===== src/rtl/calc_pkg.sv =====
// Shared definitions for the calculator key sequencer.
//   - keypad codes for the operator, clear and equals keys
//   - operator encoding presented to the arithmetic unit
//   - sequencer state encoding (also exposed on the debug port)
//   - small helpers to classify key codes
package calc_pkg;

  localparam logic [3:0] KEY_ADD = 4'hA;
  localparam logic [3:0] KEY_SUB = 4'hB;
  localparam logic [3:0] KEY_MUL = 4'hC;
  localparam logic [3:0] KEY_DIV = 4'hD;
  localparam logic [3:0] KEY_CLR = 4'hE;
  localparam logic [3:0] KEY_EQU = 4'hF;

  typedef enum logic [1:0] {
    OP_ADD = 2'b00,
    OP_SUB = 2'b01,
    OP_MUL = 2'b10,
    OP_DIV = 2'b11
  } calc_op_e;

  typedef enum logic [1:0] {
    S_A   = 2'd0,
    S_OP  = 2'd1,
    S_B   = 2'd2,
    S_REQ = 2'd3
  } calc_state_e;

  function automatic logic key_is_digit(input logic [3:0] k);
    return (k <= 4'd9);
  endfunction

  function automatic logic key_is_op(input logic [3:0] k);
    return (k >= KEY_ADD) && (k <= KEY_DIV);
  endfunction

  // Operator keys are contiguous from KEY_ADD, so the offset is the encoding.
  function automatic calc_op_e key_to_op(input logic [3:0] k);
    logic [3:0] ofs;
    ofs = k - KEY_ADD;
    return calc_op_e'(ofs[1:0]);
  endfunction

  // 10**n as a constant function, used for the operand width check.
  function automatic longint unsigned pow10(input int n);
    longint unsigned r;
    r = 1;
    for (int i = 0; i < n; i++) r = r * 10;
    return r;
  endfunction

endpackage


===== src/rtl/calc_key_sequencer_if.sv =====
// Key input and arithmetic-request bundle of the calculator key sequencer.
//   key_valid/key_code : one-cycle key strobe with its 4-bit keypad code
//   req_valid/req_ready: request to the arithmetic unit
//   operand_a/operand_b/operator: request payload
// Handshake: req_valid rises when '#' completes operand B; while it is high
// operand_a, operand_b and operator are stable; the request is consumed on
// the first rising edge where req_valid && req_ready are both high.
// Modports: slave = the sequencer (consumes keys, issues the request);
//           master = the environment (presses keys, accepts the request).
interface calc_key_sequencer_if #(
  parameter int DATA_W = 14
);
  logic              key_valid;
  logic [3:0]        key_code;
  logic              req_valid;
  logic              req_ready;
  logic [DATA_W-1:0] operand_a;
  logic [DATA_W-1:0] operand_b;
  logic [1:0]        operator;

  modport slave (
    input  key_valid, key_code, req_ready,
    output req_valid, operand_a, operand_b, operator
  );

  modport master (
    output key_valid, key_code, req_ready,
    input  req_valid, operand_a, operand_b, operator
  );
endinterface


===== src/rtl/calc_digit_accum.sv =====
// One decimal operand register with its digit counter.
//   clk, rst        : clock, asynchronous active-high reset
//   clear_i         : zero value and count (highest priority)
//   load_first_i    : start a new operand with digit_i, count = 1
//   accumulate_i    : value = value*10 + digit_i while count < MAX_DIGITS
//   digit_i         : decimal digit 0..9
//   value_o/count_o : operand value and digits entered
//   sat_o           : digit limit reached; further accumulates are dropped
module calc_digit_accum #(
  parameter int MAX_DIGITS = 4,
  parameter int DATA_W     = 14,
  parameter int CNT_W      = $clog2(MAX_DIGITS + 1)
) (
  input  logic              clk,
  input  logic              rst,
  input  logic              clear_i,
  input  logic              load_first_i,
  input  logic              accumulate_i,
  input  logic [3:0]        digit_i,
  output logic [DATA_W-1:0] value_o,
  output logic [CNT_W-1:0]  count_o,
  output logic              sat_o
);

  logic [DATA_W-1:0] value_q, value_d;
  logic [CNT_W-1:0]  count_q, count_d;

  assign sat_o = (count_q >= CNT_W'(MAX_DIGITS));

  always_comb begin
    value_d = value_q;
    count_d = count_q;
    if (clear_i) begin
      value_d = '0;
      count_d = '0;
    end else if (load_first_i) begin
      value_d = DATA_W'(digit_i);
      count_d = CNT_W'(1);
    end else if (accumulate_i && !sat_o) begin
      // x*10 as shift-and-add; result wraps at DATA_W bits.
      value_d = (value_q << 3) + (value_q << 1) + DATA_W'(digit_i);
      count_d = count_q + CNT_W'(1);
    end
  end

  always_ff @(posedge clk or posedge rst) begin
    if (rst) begin
      value_q <= '0;
      count_q <= '0;
    end else begin
      value_q <= value_d;
      count_q <= count_d;
    end
  end

  assign value_o = value_q;
  assign count_o = count_q;

endmodule


===== src/rtl/calc_key_sequencer.sv =====
// Calculator key sequencer: turns keypad strobes into an arithmetic request.
//   clk, rst    : clock, asynchronous active-high reset
//   bus         : key input and request handshake (slave side)
//   display     : operand being entered (A in S_A, B otherwise)
//   digit_count : digits entered in the current operand
//   overflow    : sticky, a digit was dropped at the digit limit
//   state_o     : current sequencer state (debug)
module calc_key_sequencer
  import calc_pkg::*;
#(
  parameter int  MAX_DIGITS = 4,
  parameter int  DATA_W     = 14,
  localparam int CNT_W      = $clog2(MAX_DIGITS + 1)
) (
  input  logic                 clk,
  input  logic                 rst,
  calc_key_sequencer_if.slave  bus,
  output logic [DATA_W-1:0]    display,
  output logic [CNT_W-1:0]     digit_count,
  output logic                 overflow,
  output calc_state_e          state_o
);

  localparam longint unsigned DEC_MAX = pow10(MAX_DIGITS) - 1;

  if (DATA_W < 63 && ((64'd1 << DATA_W) <= DEC_MAX)) begin : g_width_check
    $error("calc_key_sequencer: DATA_W too narrow for MAX_DIGITS decimal digits");
  end

  calc_state_e       state_q, state_d;
  calc_op_e          op_q, op_d;
  logic              req_q, req_d;
  logic              ovf_q, ovf_d;

  logic              clr;
  logic              a_acc;
  logic              b_load, b_acc;
  logic [DATA_W-1:0] a_val, b_val;
  logic [CNT_W-1:0]  a_cnt, b_cnt;
  logic              a_sat, b_sat;
  logic              key_clr;
  logic              handshake;

  assign key_clr   = bus.key_valid && (bus.key_code == KEY_CLR);
  assign handshake = (state_q == S_REQ) && req_q && bus.req_ready;

  always_comb begin
    state_d = state_q;
    op_d    = op_q;
    req_d   = req_q;
    ovf_d   = ovf_q;
    clr     = 1'b0;
    a_acc   = 1'b0;
    b_load  = 1'b0;
    b_acc   = 1'b0;

    // Clear key wins over a concurrent handshake; both reset the sequencer.
    if (key_clr || handshake) begin
      state_d = S_A;
      op_d    = OP_ADD;
      req_d   = 1'b0;
      ovf_d   = 1'b0;
      clr     = 1'b1;
    end else if (bus.key_valid) begin
      unique case (state_q)
        S_A: begin
          if (key_is_digit(bus.key_code)) begin
            if (a_sat) ovf_d = 1'b1;
            else       a_acc = 1'b1;
          end else if (key_is_op(bus.key_code)) begin
            op_d    = key_to_op(bus.key_code);
            state_d = S_OP;
          end
        end
        S_OP: begin
          if (key_is_op(bus.key_code)) begin
            op_d = key_to_op(bus.key_code);
          end else if (key_is_digit(bus.key_code)) begin
            b_load  = 1'b1;
            state_d = S_B;
          end
        end
        S_B: begin
          if (key_is_digit(bus.key_code)) begin
            if (b_sat) ovf_d = 1'b1;
            else       b_acc = 1'b1;
          end else if (bus.key_code == KEY_EQU) begin
            req_d   = 1'b1;
            state_d = S_REQ;
          end
        end
        S_REQ: ; // everything but clear is dropped
        default: ;
      endcase
    end
  end

  always_ff @(posedge clk or posedge rst) begin
    if (rst) begin
      state_q <= S_A;
      op_q    <= OP_ADD;
      req_q   <= 1'b0;
      ovf_q   <= 1'b0;
    end else begin
      state_q <= state_d;
      op_q    <= op_d;
      req_q   <= req_d;
      ovf_q   <= ovf_d;
    end
  end

  calc_digit_accum #(
    .MAX_DIGITS (MAX_DIGITS),
    .DATA_W     (DATA_W),
    .CNT_W      (CNT_W)
  ) u_acc_a (
    .clk          (clk),
    .rst          (rst),
    .clear_i      (clr),
    .load_first_i (1'b0),
    .accumulate_i (a_acc),
    .digit_i      (bus.key_code),
    .value_o      (a_val),
    .count_o      (a_cnt),
    .sat_o        (a_sat)
  );

  calc_digit_accum #(
    .MAX_DIGITS (MAX_DIGITS),
    .DATA_W     (DATA_W),
    .CNT_W      (CNT_W)
  ) u_acc_b (
    .clk          (clk),
    .rst          (rst),
    .clear_i      (clr),
    .load_first_i (b_load),
    .accumulate_i (b_acc),
    .digit_i      (bus.key_code),
    .value_o      (b_val),
    .count_o      (b_cnt),
    .sat_o        (b_sat)
  );

  // Operand A keeps its count after the operator key; S_OP reports zero
  // digits because operand B has not been started yet.
  always_comb begin
    digit_count = b_cnt;
    unique case (state_q)
      S_A:     digit_count = a_cnt;
      S_OP:    digit_count = '0;
      default: digit_count = b_cnt;
    endcase
  end

  assign display       = (state_q == S_A) ? a_val : b_val;
  assign overflow      = ovf_q;
  assign state_o       = state_q;
  assign bus.req_valid = req_q;
  assign bus.operand_a = a_val;
  assign bus.operand_b = b_val;
  assign bus.operator  = op_q;

endmodule


===== src/flat_wrapper.sv =====
// flat-port wrapper written by rule: the top's interface ports become plain ports
module calc_key_sequencer_flat import calc_pkg::*;
#(
  parameter int  MAX_DIGITS = 4,
  parameter int  DATA_W     = 14,
  localparam int CNT_W      = $clog2(MAX_DIGITS + 1)
)
  (clk, rst, display, digit_count, overflow, state_o, bus_key_valid, bus_key_code, bus_req_ready, bus_req_valid, bus_operand_a, bus_operand_b, bus_operator);
  calc_key_sequencer_if #(.DATA_W(DATA_W)) bus_i ();
  input  logic clk;
  input  logic rst;
  output logic [DATA_W-1:0] display;
  output logic [CNT_W-1:0] digit_count;
  output logic overflow;
  output calc_state_e state_o;
  input wire logic [$bits(bus_i.key_valid)-1:0] bus_key_valid;
  input wire logic [$bits(bus_i.key_code)-1:0] bus_key_code;
  input wire logic [$bits(bus_i.req_ready)-1:0] bus_req_ready;
  output wire logic [$bits(bus_i.req_valid)-1:0] bus_req_valid;
  output wire logic [$bits(bus_i.operand_a)-1:0] bus_operand_a;
  output wire logic [$bits(bus_i.operand_b)-1:0] bus_operand_b;
  output wire logic [$bits(bus_i.operator)-1:0] bus_operator;
  assign bus_i.key_valid = bus_key_valid;
  assign bus_i.key_code = bus_key_code;
  assign bus_i.req_ready = bus_req_ready;
  assign bus_req_valid = bus_i.req_valid;
  assign bus_operand_a = bus_i.operand_a;
  assign bus_operand_b = bus_i.operand_b;
  assign bus_operator = bus_i.operator;
  calc_key_sequencer #(.MAX_DIGITS(MAX_DIGITS), .DATA_W(DATA_W)) u_core (.clk(clk), .rst(rst), .bus(bus_i), .display(display), .digit_count(digit_count), .overflow(overflow), .state_o(state_o));
endmodule

===== config.mk =====
export PLATFORM = sky130hd
export DESIGN_NAME = calc_key_sequencer_flat
export DESIGN_NICKNAME = d
export VERILOG_FILES = /design/src/rtl/calc_pkg.sv /design/src/rtl/calc_key_sequencer_if.sv /design/src/rtl/calc_digit_accum.sv /design/src/rtl/calc_key_sequencer.sv /design/src/flat_wrapper.sv
export SDC_FILE = /design/constraint.sdc
export NUM_CORES = 1
export LEC_CHECK = 0
export CAP_MARGIN = 20
export CORE_UTILIZATION = 30
export CTS_CLUSTER_SIZE = 28
export DETAILED_ROUTE_END_ITERATION = 12
export PLACE_DENSITY_LB_ADDON = 0.1
export SETUP_SLACK_MARGIN = 0.15
export SLEW_MARGIN = 10
export SYNTH_ARGS = -nofsm -noshare
export SYNTH_HDL_FRONTEND = slang
export SYNTH_HIERARCHICAL = 1
export SYNTH_SLANG_ARGS = --single-unit

===== constraint.sdc =====
create_clock -name clk -period 3.74 [get_ports clk]
set_clock_uncertainty 0.2 [all_clocks]
set_input_delay 0.561 -clock clk [delete_from_list [all_inputs] [get_ports clk]]
set_output_delay 0.561 -clock clk [all_outputs]
set_load 0.005 [all_outputs]

==> run_results.csv, run 1 <==
group,metric,value,unit
logic_synthesis,synth_compound_area_frac,0.202,
logic_synthesis,async_flop_share,1.00,
grt,grt_max_degree,18,
die,die-area,12400,um2
sta,finalSetupViolations,0,
setup_path,crit_arrival,3.24,ns
die,start_util,0.311,
logic_synthesis,synth.most_common_cell,"ha_1",
place,gp_congestion,0.827,
logic_synthesis,synth_nets,442,
final_layout,syn_to_final_growth,25.4,%
logic_synthesis,synth-edff-count,0,
logic_synthesis,synth_cell_types,55,
clocking,cts_buffer_depth,2,
sta,slew_headroom,0.525,
logic_synthesis,synth-xor-area-share,0.0416,
status,status,"finished, violations left",
detailed_routing,routed_via_density,5.15,
sta,timing.final.ws_setup,0.472,ns
final_layout,nFillCells,1166,
detailed_routing,postRouteAntennaNets,0,
logic_synthesis,yosys.area.top_type,"dfrtp_1",
final_layout,multi_input_comb_area,2410,um2
final_layout,final_cells,586,
logic_synthesis,synthCells,378,
clocking,cts_tree,"yes",
setup_path,path_class,"in2reg",
logic_synthesis,ys_ff_latch,40,
grt,grt_first_pass_wirelength,16.1,mm
min_path,hold_path.class,"reg2reg",
setup_path,crit_slowest_cell,"clkdlybuf4s50_1",
setup_path,cp-end-kind,"flip-flop",
setup_path,r2r_start,"u_core/u_acc_b/value_o[2]$_DFFE_PP0P_",
sta,max_freq,306,MHz
grt,gr-total-overflow,0,
logic_synthesis,yosys.area_share.simple,0.158,
logic_synthesis,ys_top_cells_by_area,"dfrtp_1 (28%), ha_1 (18%), nand2_1 (3.9%)",
final_layout,diodes,0,
logic_synthesis,synth_top_family_by_area,"adder cells",
detailed_routing,post_drt_wl_per_cell,16.7,um
logic_synthesis,ys_seq_area_frac,0.280,
clocking,cts.clk_slew.worst_paths,0.06,ns
clocking,h-tree-depth,2,
grt,antenna_found_initial,0,
logic_synthesis,ys_warn_count,6,
power_and_ir_drop,p_per_area,704,nW/um2
final_layout,final-seq-area,1000,um2
power_and_ir_drop,ir_drop,237,uV
setup_path,start_kind,"input port",
logic_synthesis,synth_common_cells,"ha_1 (52), dfrtp_1 (40), nand2_1 (37), inv_1 (26), nor2_1 (22)",
setup_path,crit_end,"u_core/u_acc_a/value_o[10]$_DFFE_PP0P_",
die,die_w,111,um
place,port_buffers,58,
setup_path,reg2reg_slack,0.92,ns
clocking,cts_made_buffers,5,
setup_path,r2r_cells,9,
detailed_routing,drt-initial-drc-count,116,
place,place_inst,578,
sta,hold_viol_final,0,
die,placeableCoreArea,11500,um2
clocking,cts-root-buf,"clkbuf_16",
final_layout,fin_util,0.389,
setup_path,r2r-end,"u_core/u_acc_b/value_o[10]$_DFFE_PP0P_",
sta,rsz0062_at_grt,"no",
detailed_routing,vias,3020,
sta,tightest_slew,0.712,ns
setup_path,startpoint,"bus_key_code[3]",
detailed_routing,routed_wl,9.77,mm
run,maxCapViolCount,0,
die,io_pins,59,
sta,fin_crit_sh,0.874,
place,hpwl,7.68,mm
logic_synthesis,synth.top_cell.area_share,0.280,
sta,holdWs,0.309,ns
setup_path,worstPathRequired,3.71,ns
die,core.rowCount,39,
clocking,clock-sinks,40,
place,dpl_cell_area,4340,um2
clocking,hold_buffers,0,
logic_synthesis,synth_mux_area_frac,0.0665,
clocking,insertion_delay,0.29,ns
setup_path,slowest_delay,0.59,ns
logic_synthesis,netlist_area,3580,um2
sta,period_needed,3.27,ns
setup_path,crit_fanout,4,
grt,track_usage,0.165,
logic_synthesis,yosys_most_used_dff,"dfrtp_1",
setup_path,crit_path_cell_trace,"clkdlybuf4s50_1 > inv_1 > fa_1 > inv_1 > fa_1 > a211oi_2 > o21bai_2 > a41oi_1 > xor2_1 > o21ai_0",
detailed_routing,post-route-drc-count,6,
clocking,ctsResizeCount,0,
power_and_ir_drop,finalPower,3.16,mW
logic_synthesis,avgSynthCellArea,9.46,um2
detailed_routing,firstDrtPassIters,10,
final_layout,drive_gt1_frac,0.108,
die,fp.dieH,111,um
clocking,post_cts_buffers,0,
status,violations,"DRC",
power_and_ir_drop,leakagePower,2.14,nW
sta,fin_setup_tns,0,ns
final_layout,nets,506,
sta,maxSlewViolCount,0,
final_layout,stdcell_area,4480,um2
place,dp_slack,0.160,ns
grt,grt_pass1_vias,2984,
logic_synthesis,synth_adder_area_share,0.204,
==> registers in the layout, indices dropped and copies added (netlist names) <==
name	flops
u_core/u_acc_a/value_o	14
u_core/u_acc_b/value_o	14
u_core/u_acc_a/count_o	3
u_core/u_acc_b/count_o	3
u_core/bus.operator	2
u_core/state_o	2
u_core/bus.req_valid	1
u_core/overflow	1
==> critical path, delay by kind of cell <==
kind | cells | cell delay (ns)
AO/OA/AOI/OAI | 4 | 0.71
XOR/XNOR | 1 | 0.17
buffers and inverters | 3 | 0.76
adder cells (fa/ha/maj) | 2 | 1.03
==> power by group <==
part	internal [mW]	leakage (nW)	switching [mW]	total [mW]
sequential	0.567	0.523	0.210	0.777
clock	0.266	0.0712	0.176	0.442
combinational	0.958	1.54	0.979	1.94
total	1.79	2.14	1.37	3.16
==> how the worst min path moves through the flow <==
stage	end	start	slack, ns	cells after the start
final	u_core/bus.operator[1]$_DFFE_PP0P_	u_core/bus.operator[1]$_DFFE_PP0P_	0.31	1
after global routing	u_core/overflow$_DFFE_PP0P_	u_core/overflow$_DFFE_PP0P_	0.34	2
after CTS	u_core/bus.operator[1]$_DFFE_PP0P_	u_core/bus.operator[1]$_DFFE_PP0P_	0.31	1
after detailed placement	u_core/bus.operator[1]$_DFFE_PP0P_	u_core/bus.operator[1]$_DFFE_PP0P_	0.30	1
after global placement	u_core/bus.operator[1]$_DFFE_PP0P_	u_core/bus.operator[1]$_DFFE_PP0P_	0.30	1
after floorplan	u_core/bus.operator[0]$_DFFE_PP0P_	rst	0.15	1
==> layer usage <==
metal	global-route usage	wire length [um]	vias to the layer above
met4	0.0432	99	0
met3	0.0262	320	8
met5	0	0	-
met1	0.235	4870	1466
met2	0.258	4480	40
li1	-	-	1506
==> final cells by class <==
| cell class | instances | share of cell area |
|---|---|---|
| clock buffer | 8 | 0.0327 |
| inverter | 27 | 0.0226 |
| tap | 143 | 0.0399 |
| timing repair buffer | 67 | 0.145 |
| multi-input combinational | 301 | 0.537 |
| sequential | 40 | 0.223 |
==> cells in the final DEF (no fill, tap or decap), types with 3 or more instances in the layout <==
cell type,count
dfrtp_1,40
nor2_1,22
a32o_1,4
a21oi_1,15
mux2_2,8
nor3_1,4
a21o_1,11
ha_1,52
inv_1,26
buf_4,9
clkbuf_16,5
nand3_1,14
nand2_1,37
a211oi_2,4
a22o_1,5
o21ai_1,13
nand4_1,5
a211oi_1,4
o21ai_0,15
mux2_1,6
and4_1,3
mux2i_1,8
a41oi_1,4
xor2_1,12
xnor2_1,5
o31ai_1,6
fa_1,4
clkdlybuf4s50_1,58
==> kinds of logic (layout without fill, tap and decap cells) <==
family	Yosys count	in the layout
mux	22	22
compound gates	101	101
flops	40	40
xor+xnor	17	17
simple gates	104	104
other cells	1	1
buf+inv	37	102
fa+ha+maj	56	56
No activity file was read; power rests on OpenSTA's default activity.
==> inputs of run 2 (changes only) <==
PLACE_DENSITY_LB_ADDON = unset   (was 0.1)
==> run 2 against run 1 <==
The run now ends clean. Final cell count down 0.51%. Non-clock buffer count down 3. Sequential share of layout area grew 0.11 points. Die area unchanged. First-iteration DRC count is 12% higher. Via count increased by 0.66%. Sequential power shrank 0.5%. Register-to-register slack got worse by 0.12 ns. Combinational power is essentially flat. Critical path depth unchanged. Global-route usage is 1.5 points lower. Critical path type unchanged. Largest cell class unchanged.
==> run_results.csv, run 2 (synthesis results as in run 1) <==
group,metric,value,unit
status,status,"completed",
sta,fin_crit_sh,0.878,
die,core.rowCount,39,
grt,grt_max_degree,24,
setup_path,r2r_start,"u_core/state_o[0]$_DFFE_PP0P_",
min_path,min-delay-start,"u_core/overflow$_DFFE_PP0P_",
power_and_ir_drop,leakagePower,2.12,nW
detailed_routing,routed_wl,9.20,mm
final_layout,final_cells,583,
place,port_buffers,58,
detailed_routing,routed_via_density,5.21,
sta,tightest_slew,0.937,ns
setup_path,r2r_cells,10,
clocking,insertion_delay,0.28,ns
clocking,cts_buffer_depth,2,
power_and_ir_drop,p_per_area,705,nW/um2
sta,period_needed,3.28,ns
final_layout,drive_gt1_frac,0.102,
run,maxCapViolCount,0,
final_layout,diodes,0,
final_layout,syn_to_final_growth,24.7,%
clocking,cts_tree,"yes",
setup_path,reg2reg_slack,0.80,ns
clocking,post_cts_buffers,0,
power_and_ir_drop,finalPower,3.14,mW
detailed_routing,post_drt_wl_per_cell,15.8,um
detailed_routing,vias,3040,
die,die-area,12400,um2
place,place_inst,575,
sta,holdWs,0.316,ns
die,die_w,111,um
detailed_routing,firstDrtPassIters,4,
min_path,hold_depth,2,
die,fp.dieH,111,um
die,io_pins,59,
clocking,cts-root-buf,"clkbuf_16",
detailed_routing,postRouteAntennaNets,0,
grt,grt_pass1_vias,2920,
sta,fin_setup_tns,0,ns
detailed_routing,post-route-drc-count,0,
final_layout,fin_util,0.387,
clocking,cts_made_buffers,5,
min_path,hold_path.class,"reg2reg",
sta,finalSetupViolations,0,
clocking,cts.clk_slew.worst_paths,0.06,ns
setup_path,r2r-end,"u_core/u_acc_b/value_o[12]$_DFFE_PP0P_",
grt,gr-total-overflow,0,
clocking,h-tree-depth,2,
min_path,hold_end,"u_core/overflow$_DFFE_PP0P_",
setup_path,crit_fanout,4,
place,hpwl,7.20,mm
grt,grt_first_pass_wirelength,14.9,mm
detailed_routing,drt-initial-drc-count,130,
grt,track_usage,0.150,
final_layout,mostFrequentLayoutCells,"clkdlybuf4s50_1 (58), ha_1 (52), dfrtp_1 (40)",
clocking,hold_buffers,0,
power_and_ir_drop,ir_drop,204,uV
sta,max_freq,305,MHz
grt,antenna_found_initial,0,
die,placeableCoreArea,11500,um2
clocking,ctsResizeCount,0,
sta,maxSlewViolCount,0,
setup_path,start_kind,"input port",
sta,slew_headroom,0.373,
die,start_util,0.311,
final_layout,final_common_cell,"clkdlybuf4s50_1",
clocking,clock-sinks,40,
setup_path,path_class,"in2reg",
setup_path,cp-end-kind,"flip-flop",
setup_path,crit_arrival,3.24,ns
sta,hold_viol_final,0,
final_layout,nets,503,
setup_path,worstPathRequired,3.70,ns
place,gp_congestion,0.858,
sta,rsz0062_at_grt,"no",
## run 2: cell count changes in the layout (fill, tap and decap cells not counted)
cell and change:
buf_4 -3
## run 2: area by class of cell
cell class / instances / area [um2]
multi-input combinational: 301 / 2410
inverter: 27 / 101
clock buffer: 8 / 146
sequential: 40 / 1000
tap: 143 / 179
fill: 1136 / 7060
timing repair buffer: 64 / 626
## run 2: how the worst max path moves through the flow
| stage | from | to | slack, ns | cells after the start |
|---|---|---|---|---|
| finish | bus_key_code[3] | u_core/u_acc_a/value_o[8]$_DFFE_PP0P_ | 0.46 | 10 |
| global route | bus_key_code[3] | u_core/u_acc_a/value_o[8]$_DFFE_PP0P_ | 0.30 | 10 |
| CTS | bus_key_code[3] | u_core/u_acc_a/value_o[8]$_DFFE_PP0P_ | 0.46 | 10 |
| detailed placement | bus_key_code[3] | u_core/u_acc_a/value_o[10]$_DFFE_PP0P_ | 0.18 | 10 |
| global placement | bus_key_code[3] | u_core/u_acc_b/value_o[10]$_DFFE_PP0P_ | 0.23 | 10 |
| floorplan | bus_key_code[3] | u_core/u_acc_b/value_o[10]$_DFFE_PP0P_ | 0.95 | 9 |
## run 2: power by group
| group | switching, mW | leakage (nW) | internal (mW) | total, mW |
|---|---|---|---|---|
| Sequential | 0.206 | 0.523 | 0.567 | 0.773 |
| Combinational | 0.985 | 1.53 | 0.955 | 1.94 |
| Clock | 0.165 | 0.0712 | 0.266 | 0.431 |
## run 2: per-layer routing
metal,wire (um),vias up,track usage,part of all wire
li1,-,1506,-,-
met1,4290,1484,0.198,0.47
met2,4590,43,0.257,0.50
met3,193,7,0.0159,0.021
met4,123,0,0.0432,0.013
met5,0,-,0,0
## run 2: worst max-delay path, stage by stage
cell,delay (ns)
clkdlybuf4s50_1,0.58
inv_1,0.10
fa_1,0.54
inv_1,0.07
fa_1,0.49
a211oi_2,0.27
o21bai_2,0.12
a21oi_2,0.23
xor2_1,0.20
o21ai_0,0.09
## run 2: stage by stage
stage               instance area, um2  setup WS [ns]
global placement                  4310          0.228
global route                      4460          0.304
floorplan                         3580          0.948
finish                            4460          0.458
CTS                               4460          0.457
detailed placement                4310          0.178
==> inputs of run 3 (changes only) <==
CORE_UTILIZATION = 54   (was 30)
PLACE_DENSITY = 0.81   (was unset)
SYNTH_HIERARCHICAL = unset   (was 1)
==> run 3 against run 2 <==
Synthesized cell count decreased by 3.7%. Clock power fell by 17%. Non-clock buffer count is 2 higher. Critical path type unchanged. Largest power group unchanged.
==> run_results.csv, run 3 <==
group,metric,value,unit
final_layout,multi_input_comb_area,2230,um2
grt,track_usage,0.252,
sta,timing.final.ws_setup,0.386,ns
place,port_buffers,58,
power_and_ir_drop,seqPwrFrac,0.233,
clocking,hold_buffers,0,
detailed_routing,vias,2878,
place,gp_congestion,0.853,
logic_synthesis,ys_top_cells_by_area,"dfrtp_1 (30%), ha_1 (19%), nand2_1 (4.5%)",
power_and_ir_drop,ir_drop,509,uV
logic_synthesis,synthCells,364,
final_layout,diodes,0,
clocking,cts_made_buffers,5,
sta,tightest_slew,1.02,ns
setup_path,r2r_start,"u_core.u_acc_b.value_o[0]$_DFFE_PP0P_",
setup_path,start_kind,"input port",
sta,period_needed,3.35,ns
setup_path,path_class,"in2reg",
clocking,ctsResizeCount,0,
setup_path,crit_end,"u_core.u_acc_b.value_o[12]$_DFFE_PP0P_",
power_and_ir_drop,sw_frac_of_total,0.424,
power_and_ir_drop,p_per_area,883,nW/um2
logic_synthesis,ys_warn_count,0,
setup_path,r2r-end,"u_core.u_acc_b.value_o[12]$_DFFE_PP0P_",
logic_synthesis,yosys.area.top_type,"dfrtp_1",
logic_synthesis,avgSynthCellArea,9.26,um2
power_and_ir_drop,leakagePower,1.99,nW
logic_synthesis,async_flop_share,1.00,
die,io_pins,59,
sta,hold_viol_final,0,
clocking,cts_tree,"yes",
die,die-area,6560,um2
clocking,insertion_delay,0.29,ns
sta,finalSetupViolations,0,
place,hpwl,5.89,mm
power_and_ir_drop,comb_power_share,0.670,
final_layout,fin_util,0.697,
final_layout,drive_gt1_frac,0.0890,
logic_synthesis,synth_nets,428,
die,core.rowCount,28,
sta,slew_headroom,0.318,
die,fp.dieH,81.0,um
final_layout,final_common_cell,"clkdlybuf4s50_1",
place,dp_slack,0.0870,ns
run,maxCapViolCount,0,
die,start_util,0.566,
setup_path,crit_fanout,2,
detailed_routing,firstDrtPassIters,4,
sta,maxSlewViolCount,0,
final_layout,final-seq-area,1000,um2
final_layout,mostFrequentLayoutCells,"clkdlybuf4s50_1 (58), ha_1 (52), nand2_1 (40), dfrtp_1 (40), a21oi_1 (27)",
detailed_routing,post-route-drc-count,0,
detailed_routing,routed_wl,7.69,mm
final_layout,nFillCells,479,
final_layout,nets,490,
clocking,cts.clk_slew.worst_paths,0.08,ns
detailed_routing,post_drt_wl_per_cell,15.3,um
detailed_routing,postRouteAntennaNets,0,
clocking,post_cts_buffers,0,
clocking,clock-sinks,40,
die,placeableCoreArea,5960,um2
sta,rsz0062_at_grt,"no",
clocking,h-tree-depth,2,
logic_synthesis,synth-edff-count,0,
status,status,"completed",
final_layout,syn_to_final_growth,23.2,%
power_and_ir_drop,power.net_switching,1.55,mW
grt,grt_pass1_vias,2740,
setup_path,reg2reg_slack,0.66,ns
die,die_w,81.0,um
grt,grt_max_degree,41,
logic_synthesis,synth.top_cell.area_share,0.297,
grt,gr-total-overflow,0,
clocking,cts-root-buf,"clkbuf_8",
sta,max_freq,298,MHz
sta,fin_crit_sh,0.897,
setup_path,r2r_cells,10,
power_and_ir_drop,p_clk_frac,0.098,
setup_path,cp-end-kind,"flip-flop",
logic_synthesis,synth.most_common_cell,"ha_1",
detailed_routing,drt-initial-drc-count,135,
logic_synthesis,synth_cell_types,51,
logic_synthesis,ys_ff_latch,40,
grt,grt_first_pass_wirelength,12.7,mm
logic_synthesis,yosys_most_used_dff,"dfrtp_1",
logic_synthesis,synth_common_cells,"ha_1 (52), dfrtp_1 (40), nand2_1 (40), a21oi_1 (27), nor2_1 (24)",
setup_path,crit_arrival,3.34,ns
sta,fin_setup_tns,0,ns
power_and_ir_drop,p_int,2.11,mW
logic_synthesis,netlist_area,3370,um2
power_and_ir_drop,finalPower,3.67,mW
logic_synthesis,ys_seq_area_frac,0.297,
min_path,hold_path.class,"reg2reg",
detailed_routing,routed_via_density,5.73,
setup_path,startpoint,"bus_key_code[3]",
clocking,cts_buffer_depth,2,
setup_path,worstPathRequired,3.73,ns
grt,antenna_found_initial,0,
[run 3: changes by cell type after synthesis, moves of 5 or more]
cell     before  now
a21oi_1      15   27
a22o_1        5   12
inv_1        26   21
mux2_1        6    0
nand3_1      14    6
nor2b_1       0    6
nor3_1        4    9
o21ai_1      13    1
xnor2_1       5   15
xor2_1       12    5
[run 3: kinds of logic (layout without fill, tap and decap cells)]
group | after synthesis | count (layout) | share of synthesized area
and+or+nand+nor | 103 | 103 | 0.146
AOI/OAI and AO/OA | 96 | 96 | 0.191
adders and majority gates | 56 | 56 | 0.217
DFF | 40 | 40 | 0.297
buffers and inverters | 32 | 95 | 0.0427
xor gates and xnor gates | 20 | 20 | 0.0519
muxes | 17 | 17 | 0.0549
[run 3: stage by stage]
stage          cells  cell area, um2  hold slack (ns)
2_1_floorplan    364            3370            0.285
3_3_place_gp     494            4040            0.299
3_5_place_dp     494            4040            0.305
4_1_cts          502            4150            0.329
5_1_grt          502            4150            0.356
6_report         502            4150            0.327
[run 3: layout make-up]
cell class                      instances  area share
Clock buffer                            5      0.0166
Inverter                               21      0.0190
Clock inverter                          3      0.0102
Sequential cell                        40       0.241
Multi-Input combinational cell        292       0.536
Timing Repair Buffer                   66       0.154
Tap cell                               75      0.0226
[run 3: per-layer routing]
layer,part of all wire,wire [um],GRT usage
met5,0,0,0
met4,0.016,123,0.0643
met3,0.046,355,0.0382
met2,0.50,3830,0.457
met1,0.44,3390,0.309
[run 3: power by group through the flow]
stage                     sequential, mW  combinational [mW]  clock, mW
after floorplan                    0.797                1.62          0
after global placement             0.858                2.39          0
after detailed placement           0.863                2.45          0
after CTS                          0.857                2.46      0.366
after global routing               0.881                2.76      0.382
final                              0.853                2.45      0.358
[run 3: worst min-delay path by stage]
stage	cells after the start	start	to	slack, ns
final	2	u_core.overflow$_DFFE_PP0P_	u_core.overflow$_DFFE_PP0P_	0.33
after global routing	2	u_core.u_acc_b.value_o[13]$_DFFE_PP0P_	u_core.u_acc_b.value_o[13]$_DFFE_PP0P_	0.36
after CTS	2	u_core.overflow$_DFFE_PP0P_	u_core.overflow$_DFFE_PP0P_	0.33
after detailed placement	2	u_core.overflow$_DFFE_PP0P_	u_core.overflow$_DFFE_PP0P_	0.31
after global placement	2	u_core.overflow$_DFFE_PP0P_	u_core.overflow$_DFFE_PP0P_	0.30
after floorplan	2	u_core.u_acc_a.count_o[2]$_DFFE_PP0P_	u_core.u_acc_a.count_o[2]$_DFFE_PP0P_	0.28
[run 3: critical path: stages]
cell             delay [ns]
clkdlybuf4s50_1        0.49
inv_1                  0.09
fa_1                   0.49
inv_1                  0.07
fa_1                   0.46
a211oi_1               0.31
o21ai_0                0.17
a41o_1                 0.26
a21oi_1                0.17
xnor2_1                0.08
a22o_1                 0.19
